==> config.mk <==
export PLATFORM = sky130hd
export DESIGN_NAME = router_input_stage
export DESIGN_NICKNAME = d
export VERILOG_FILES = /design/src/rtl/router_input_stage.sv
export SDC_FILE = /design/constraint.sdc
export NUM_CORES = 1
export LEC_CHECK = 0
export CAP_MARGIN = 10
export CELL_PAD_IN_SITES_DETAIL_PLACEMENT = 1
export CELL_PAD_IN_SITES_GLOBAL_PLACEMENT = 2
export CORE_MARGIN = 2
export CORE_UTILIZATION = 34
export DETAILED_ROUTE_END_ITERATION = 8
export GPL_ROUTABILITY_DRIVEN = 0
export PLACE_DENSITY_LB_ADDON = 0.2
export SKIP_CTS_REPAIR_TIMING = 1
export SLEW_MARGIN = 25
export SYNTH_ARGS = -nofsm -noshare
export SYNTH_HDL_FRONTEND = slang
export SYNTH_SLANG_ARGS = --single-unit
==> constraint.sdc <==
create_clock -name clk_i -period 4.2 [get_ports clk_i]
set_input_delay 0.63 -clock clk_i [delete_from_list [all_inputs] [get_ports clk_i]]
set_output_delay 0.63 -clock clk_i [all_outputs]
set_load 0.005 [all_outputs]
==> src/rtl/router_input_stage.sv <==
// Per-port router input stage: 2-entry flit FIFO, routing-header decode with
// per-packet target hold, alternating lane select and protocol-error counting.
package router_axis_pkg;
   localparam int AXIS_TDATA_W = 40;
   localparam int AXIS_TID_W   = 4;
   localparam logic [AXIS_TID_W-1:0] ROUTING_HEADER = 4'hF;

   typedef struct packed {
      logic [AXIS_TDATA_W-1:0] TDATA;
      logic [AXIS_TID_W-1:0]   TID;
      logic                    TLAST;
   } axis_data_t;

   typedef struct packed {
      logic       TVALID;
      axis_data_t data;
   } axis_mosi_t;

   typedef struct packed {
      logic TREADY;
   } axis_miso_t;
endpackage

module router_input_stage
   import router_axis_pkg::*;
#(
   parameter int AXIS_DATA_WIDTH      = 40,
   parameter int CHANNEL_NUMBER       = 10,
   parameter int CHANNEL_NUMBER_WIDTH = $clog2(CHANNEL_NUMBER),
   parameter int MAX_ROUTERS_X        = 4,
   parameter int MAX_ROUTERS_Y        = 4,
   parameter int MAX_ROUTERS_X_WIDTH  = $clog2(MAX_ROUTERS_X),
   parameter int MAX_ROUTERS_Y_WIDTH  = $clog2(MAX_ROUTERS_Y),
   parameter int ERR_CNT_WIDTH        = 8
)(
   input  logic                            clk_i,
   input  logic                            rst_i,
   input  axis_mosi_t                      in_mosi_i,
   output axis_miso_t                      in_miso_o,
   output axis_mosi_t                      out_mosi_o,
   input  axis_miso_t                      out_miso_i,
   output logic [MAX_ROUTERS_X_WIDTH-1:0]  target_x_o,
   output logic [MAX_ROUTERS_Y_WIDTH-1:0]  target_y_o,
   output logic [CHANNEL_NUMBER_WIDTH-1:0] current_grant_o,
   output logic [ERR_CNT_WIDTH-1:0]        err_count_o
);

   typedef enum logic {IDLE, PACKET} state_t;

   function automatic logic [ERR_CNT_WIDTH-1:0] sat_inc(input logic [ERR_CNT_WIDTH-1:0] v);
      return (&v) ? v : v + 1'b1;
   endfunction

   state_t state_q, state_d;

   logic [AXIS_DATA_WIDTH-1:0] mem_tdata [2];
   logic [AXIS_TID_W-1:0]      mem_tid   [2];
   logic                       mem_tlast [2];
   logic                       wr_ptr_q, rd_ptr_q;
   logic [1:0]                 count_q;

   logic [MAX_ROUTERS_X_WIDTH-1:0] hold_x_q;
   logic [MAX_ROUTERS_Y_WIDTH-1:0] hold_y_q;
   logic                           lane_q;
   logic [ERR_CNT_WIDTH-1:0]       err_q;

   logic [AXIS_DATA_WIDTH-1:0] head_tdata;
   logic [AXIS_TID_W-1:0]      head_tid;
   logic                       head_tlast, head_valid, head_hdr;
   logic [MAX_ROUTERS_X_WIDTH-1:0] head_x;
   logic [MAX_ROUTERS_Y_WIDTH-1:0] head_y;

   logic in_ready, out_ready, push, pop;
   logic out_valid, drop, show_head, hdr_latch, err_inc, lane_flip;

   assign head_tdata = mem_tdata[rd_ptr_q];
   assign head_tid   = mem_tid[rd_ptr_q];
   assign head_tlast = mem_tlast[rd_ptr_q];
   assign head_valid = (count_q != 2'd0);
   assign head_hdr   = (head_tid == ROUTING_HEADER);
   assign head_x     = head_tdata[MAX_ROUTERS_X_WIDTH-1:0];
   assign head_y     = head_tdata[MAX_ROUTERS_X_WIDTH +: MAX_ROUTERS_Y_WIDTH];

   // Ready is forced low while reset is held so nothing is accepted then.
   assign in_ready  = !rst_i && (count_q != 2'd2);
   assign out_ready = out_miso_i.TREADY;
   assign push      = in_mosi_i.TVALID && in_ready;
   assign pop       = (out_valid && out_ready) || drop;

   always_comb begin
      state_d   = state_q;
      out_valid = 1'b0;
      drop      = 1'b0;
      show_head = 1'b0;
      hdr_latch = 1'b0;
      err_inc   = 1'b0;
      lane_flip = 1'b0;
      unique case (state_q)
         IDLE: begin
            if (head_valid) begin
               if (head_hdr) begin
                  out_valid = 1'b1;
                  show_head = 1'b1;
                  if (out_ready) begin
                     hdr_latch = 1'b1;
                     if (head_tlast) lane_flip = 1'b1;
                     else            state_d   = PACKET;
                  end
               end else begin
                  drop    = 1'b1;
                  err_inc = 1'b1;
               end
            end
         end
         PACKET: begin
            if (head_valid) begin
               out_valid = 1'b1;
               if (out_ready) begin
                  // A header inside a packet is passed through as data but flagged.
                  if (head_hdr) err_inc = 1'b1;
                  if (head_tlast) begin
                     lane_flip = 1'b1;
                     state_d   = IDLE;
                  end
               end
            end
         end
         default: state_d = IDLE;
      endcase
   end

   always_ff @(posedge clk_i or posedge rst_i) begin
      if (rst_i) begin
         state_q  <= IDLE;
         wr_ptr_q <= 1'b0;
         rd_ptr_q <= 1'b0;
         count_q  <= 2'd0;
         hold_x_q <= '0;
         hold_y_q <= '0;
         lane_q   <= 1'b0;
         err_q    <= '0;
      end else begin
         state_q <= state_d;
         if (push) wr_ptr_q <= ~wr_ptr_q;
         if (pop)  rd_ptr_q <= ~rd_ptr_q;
         unique case ({push, pop})
            2'b10:   count_q <= count_q + 2'd1;
            2'b01:   count_q <= count_q - 2'd1;
            default: count_q <= count_q;
         endcase
         if (hdr_latch) begin
            hold_x_q <= head_x;
            hold_y_q <= head_y;
         end
         if (lane_flip) lane_q <= ~lane_q;
         if (err_inc)   err_q  <= sat_inc(err_q);
      end
   end

   always_ff @(posedge clk_i) begin
      if (push) begin
         mem_tdata[wr_ptr_q] <= in_mosi_i.data.TDATA;
         mem_tid[wr_ptr_q]   <= in_mosi_i.data.TID;
         mem_tlast[wr_ptr_q] <= in_mosi_i.data.TLAST;
      end
   end

   assign in_miso_o.TREADY = in_ready;
   assign out_mosi_o       = {out_valid, head_tdata, head_tid, head_tlast};
   assign target_x_o       = show_head ? head_x : hold_x_q;
   assign target_y_o       = show_head ? head_y : hold_y_q;
   assign current_grant_o  = {{(CHANNEL_NUMBER_WIDTH-1){1'b0}}, lane_q};
   assign err_count_o      = err_q;

endmodule

==> flow_summary.ini <==
[status]
outcome = finished clean

[run]
cap_violations = 0

[final_layout]
final_util = 0.471
area_growth_pct = 35.5
register_area_mm2 = 0.00315
fin_area_mm2 = 0.00594
diodes = 0
multiInputGateArea_mm2 = 0.00116
layout-drive-gt1-share = 0.238
layout.nets = 411
num-fill-cells = 1240

[synth]
synth_top_flop_cell = edfxtp_1
synth_most_common_cell = edfxtp_1
synth_commonest_cells = edfxtp_1 (90), mux2_2 (52), dfrtp_1 (18)
yosysUniqueCellTypes = 44
synth_edf_count = 90
synth-xor-area-share = 0.0220
synthAdderAreaFrac = 0.00571
yosys_warnings = 0
ys_async_sr_fraction = 0.167
synth_top_family_by_area = multiplexers
synthTopCellsByArea = edfxtp_1 (62%), mux2_2 (13%), dfrtp_1 (10%)
synthCells = 250
synth-compound-area-share = 0.0308
yosysTopAreaCell = edfxtp_1
synth-simple-area-share = 0.0636
netlist_area_mm2 = 0.00438
synth_area_per_cell_um2 = 17.5
ys_seq_elements = 108
synthMuxAreaShare = 0.137
ys_seq_area_frac = 0.719
netlist.area_leader.share = 0.616

[clocking]
clock_latency_ps = 350
cts_root_buf = clkbuf_16
numCtsBuffers = 9
clk_pin_slew_ps = 70
cts_tree = done
numClockSinks = 108
htreeDepth = 3
max-clock-path-buffers = 2

[place]
pre_cts_ws_ps = 1500
io_buffers = 108
dp_hpwl_um = 6000
dpl_cell_area_mm2 = 0.00564

[sta]
period_minus_slack_ps = 3030
fin_crit_sh = 0.720
worst_slew_pin_slew_ps = 729
finalWorstSetupSlack_ps = 1170
finalClockSkew_ps = 8.84
setup_viol = 0
slew_headroom = 0.513
fin_tns_setup_ps = 0
rsz0062_at_grt = false
max_freq_mhz = 331
hold_viol = 0
slew_viol_final = 0

[worst_setup_path]
crit_arrival_ps = 2400
critPathBufInv = 2
path_class = register to primary output
cp_max_fo = 45
cp_slowest_cell = buf_4
cp_data_required_time_ps = 3570
crit_chain = buf_4 > mux2_2 > mux2_2 > clkdlybuf4s50_1
cp_top_family = buffers and inverters
end_kind = primary output
cpPeakStageDelay_ps = 520
critPathLaunchType = register
crit_top_cell = mux2_2

[power_and_ir_drop]
clockPowerShare = 0.237
internal_power_mw = 2.63
power.density_mw_per_mm2 = 611
cellLeakagePower_nw = 2.03
combinationalPowerShare = 0.349
p_seq_frac = 0.414
p_sw_mw = 1.00
peakVddDrop_v = 0.000222
swShare = 0.276

[routing]
drc = 0
drtIter0Drc = 90
vias = 2473
wl_um = 8930
post_drt_wl_per_cell_um = 16.6
vias_per_cell = 4.61
drt_first_pass_iters = 4
ant_nets = 0

[die]
core_mm2 = 0.0126
die_area_mm2 = 0.0138
start_util = 0.347
ioPinCount = 112
die_y_um = 118
die_x_um = 118
rows = 41

[global_route]
grtUsageTotal = 0.137
antenna_found_initial = 0
grt_max_degree = 46
grt_overflow = 0
grt_pass1_wl_um = 14300
first_global_vias = 2761

[worst_hold_path]
hold_class = register to register
-- sequential cells by signal (all words and copies together), names as in the netlist --
signal / cells
hold_y_q: 2
mem_tlast: 2
hold_x_q: 2
lane_q: 1
count_q: 2
err_count_o: 8
rd_ptr_q: 1
mem_tid: 8
state_q: 1
wr_ptr_q: 1
mem_tdata: 80
-- layout make-up --
cell class,instances,share of cell area
Clock buffer,12,0.0415
Clock inverter,4,0.00948
Timing Repair Buffer,110,0.185
Tap cell,172,0.0362
Sequential cell,108,0.531
Inverter,3,0.00190
Multi-Input combinational cell,128,0.195
-- logic make-up after synthesis --
family          after synthesis
buf+inv                      16
fa+ha+maj                     2
compound gates               19
simple gates                 40
xor+xnor                     11
other cells                   1
mux                          53
flops                       108
-- power by group through the flow --
stage / Sequential, mW / Combinational, mW / Clock [mW]
global route: 1.53 / 1.37 / 0.936
floorplan: 1.48 / 0.707 / 0
CTS: 1.51 / 1.30 / 0.895
finish: 1.50 / 1.27 / 0.860
global placement: 1.52 / 1.28 / 0
detailed placement: 1.53 / 1.29 / 0
-- path summary, 6_finish.rpt --
check / startpoint / endpoint / slack (ps) / depth (start not counted)
min in group asynchronous: rst_i / wr_ptr_q / 740 / 2
max reg2reg: count_q[0] / mem_tdata[0][13] / 2200 / 5
min reg2reg: lane_q / lane_q / 480 / 1
min: lane_q / lane_q / 480 / 1
max in group asynchronous: rst_i / rd_ptr_q / 2960 / 2
max: rd_ptr_q / target_y_o[1] / 1170 / 4
-- through the flow --
step / cells / hold slack (ps) / total power [mW]
CTS: 537 / 488 / 3.71
global route: 537 / 522 / 3.84
global placement: 521 / 463 / 2.80
detailed placement: 521 / 477 / 2.82
finish: 537 / 483 / 3.63
floorplan: 252 / 448 / 2.19
-- cells in the final DEF (no fill, tap or decap), types with 3 or more instances in the layout --
master             n
nand3_1            4
dfrtp_1           17
conb_1             3
inv_1              3
xnor2_1            9
a21oi_1            4
nand2_1            7
edfxtp_1          90
nor2_1             6
o211ai_1           3
clkbuf_16          9
clkdlybuf4s50_1  108
mux2_2            52
-- metal layers --
layer	global-route usage	vias up	routed length (um)
li1	-	1155	-
met1	0.154	1237	3620
met2	0.239	69	4690
met3	0.0441	12	481
met4	0.0565	0	149
met5	0	-	0
No activity file was read; power rests on OpenSTA's default activity.
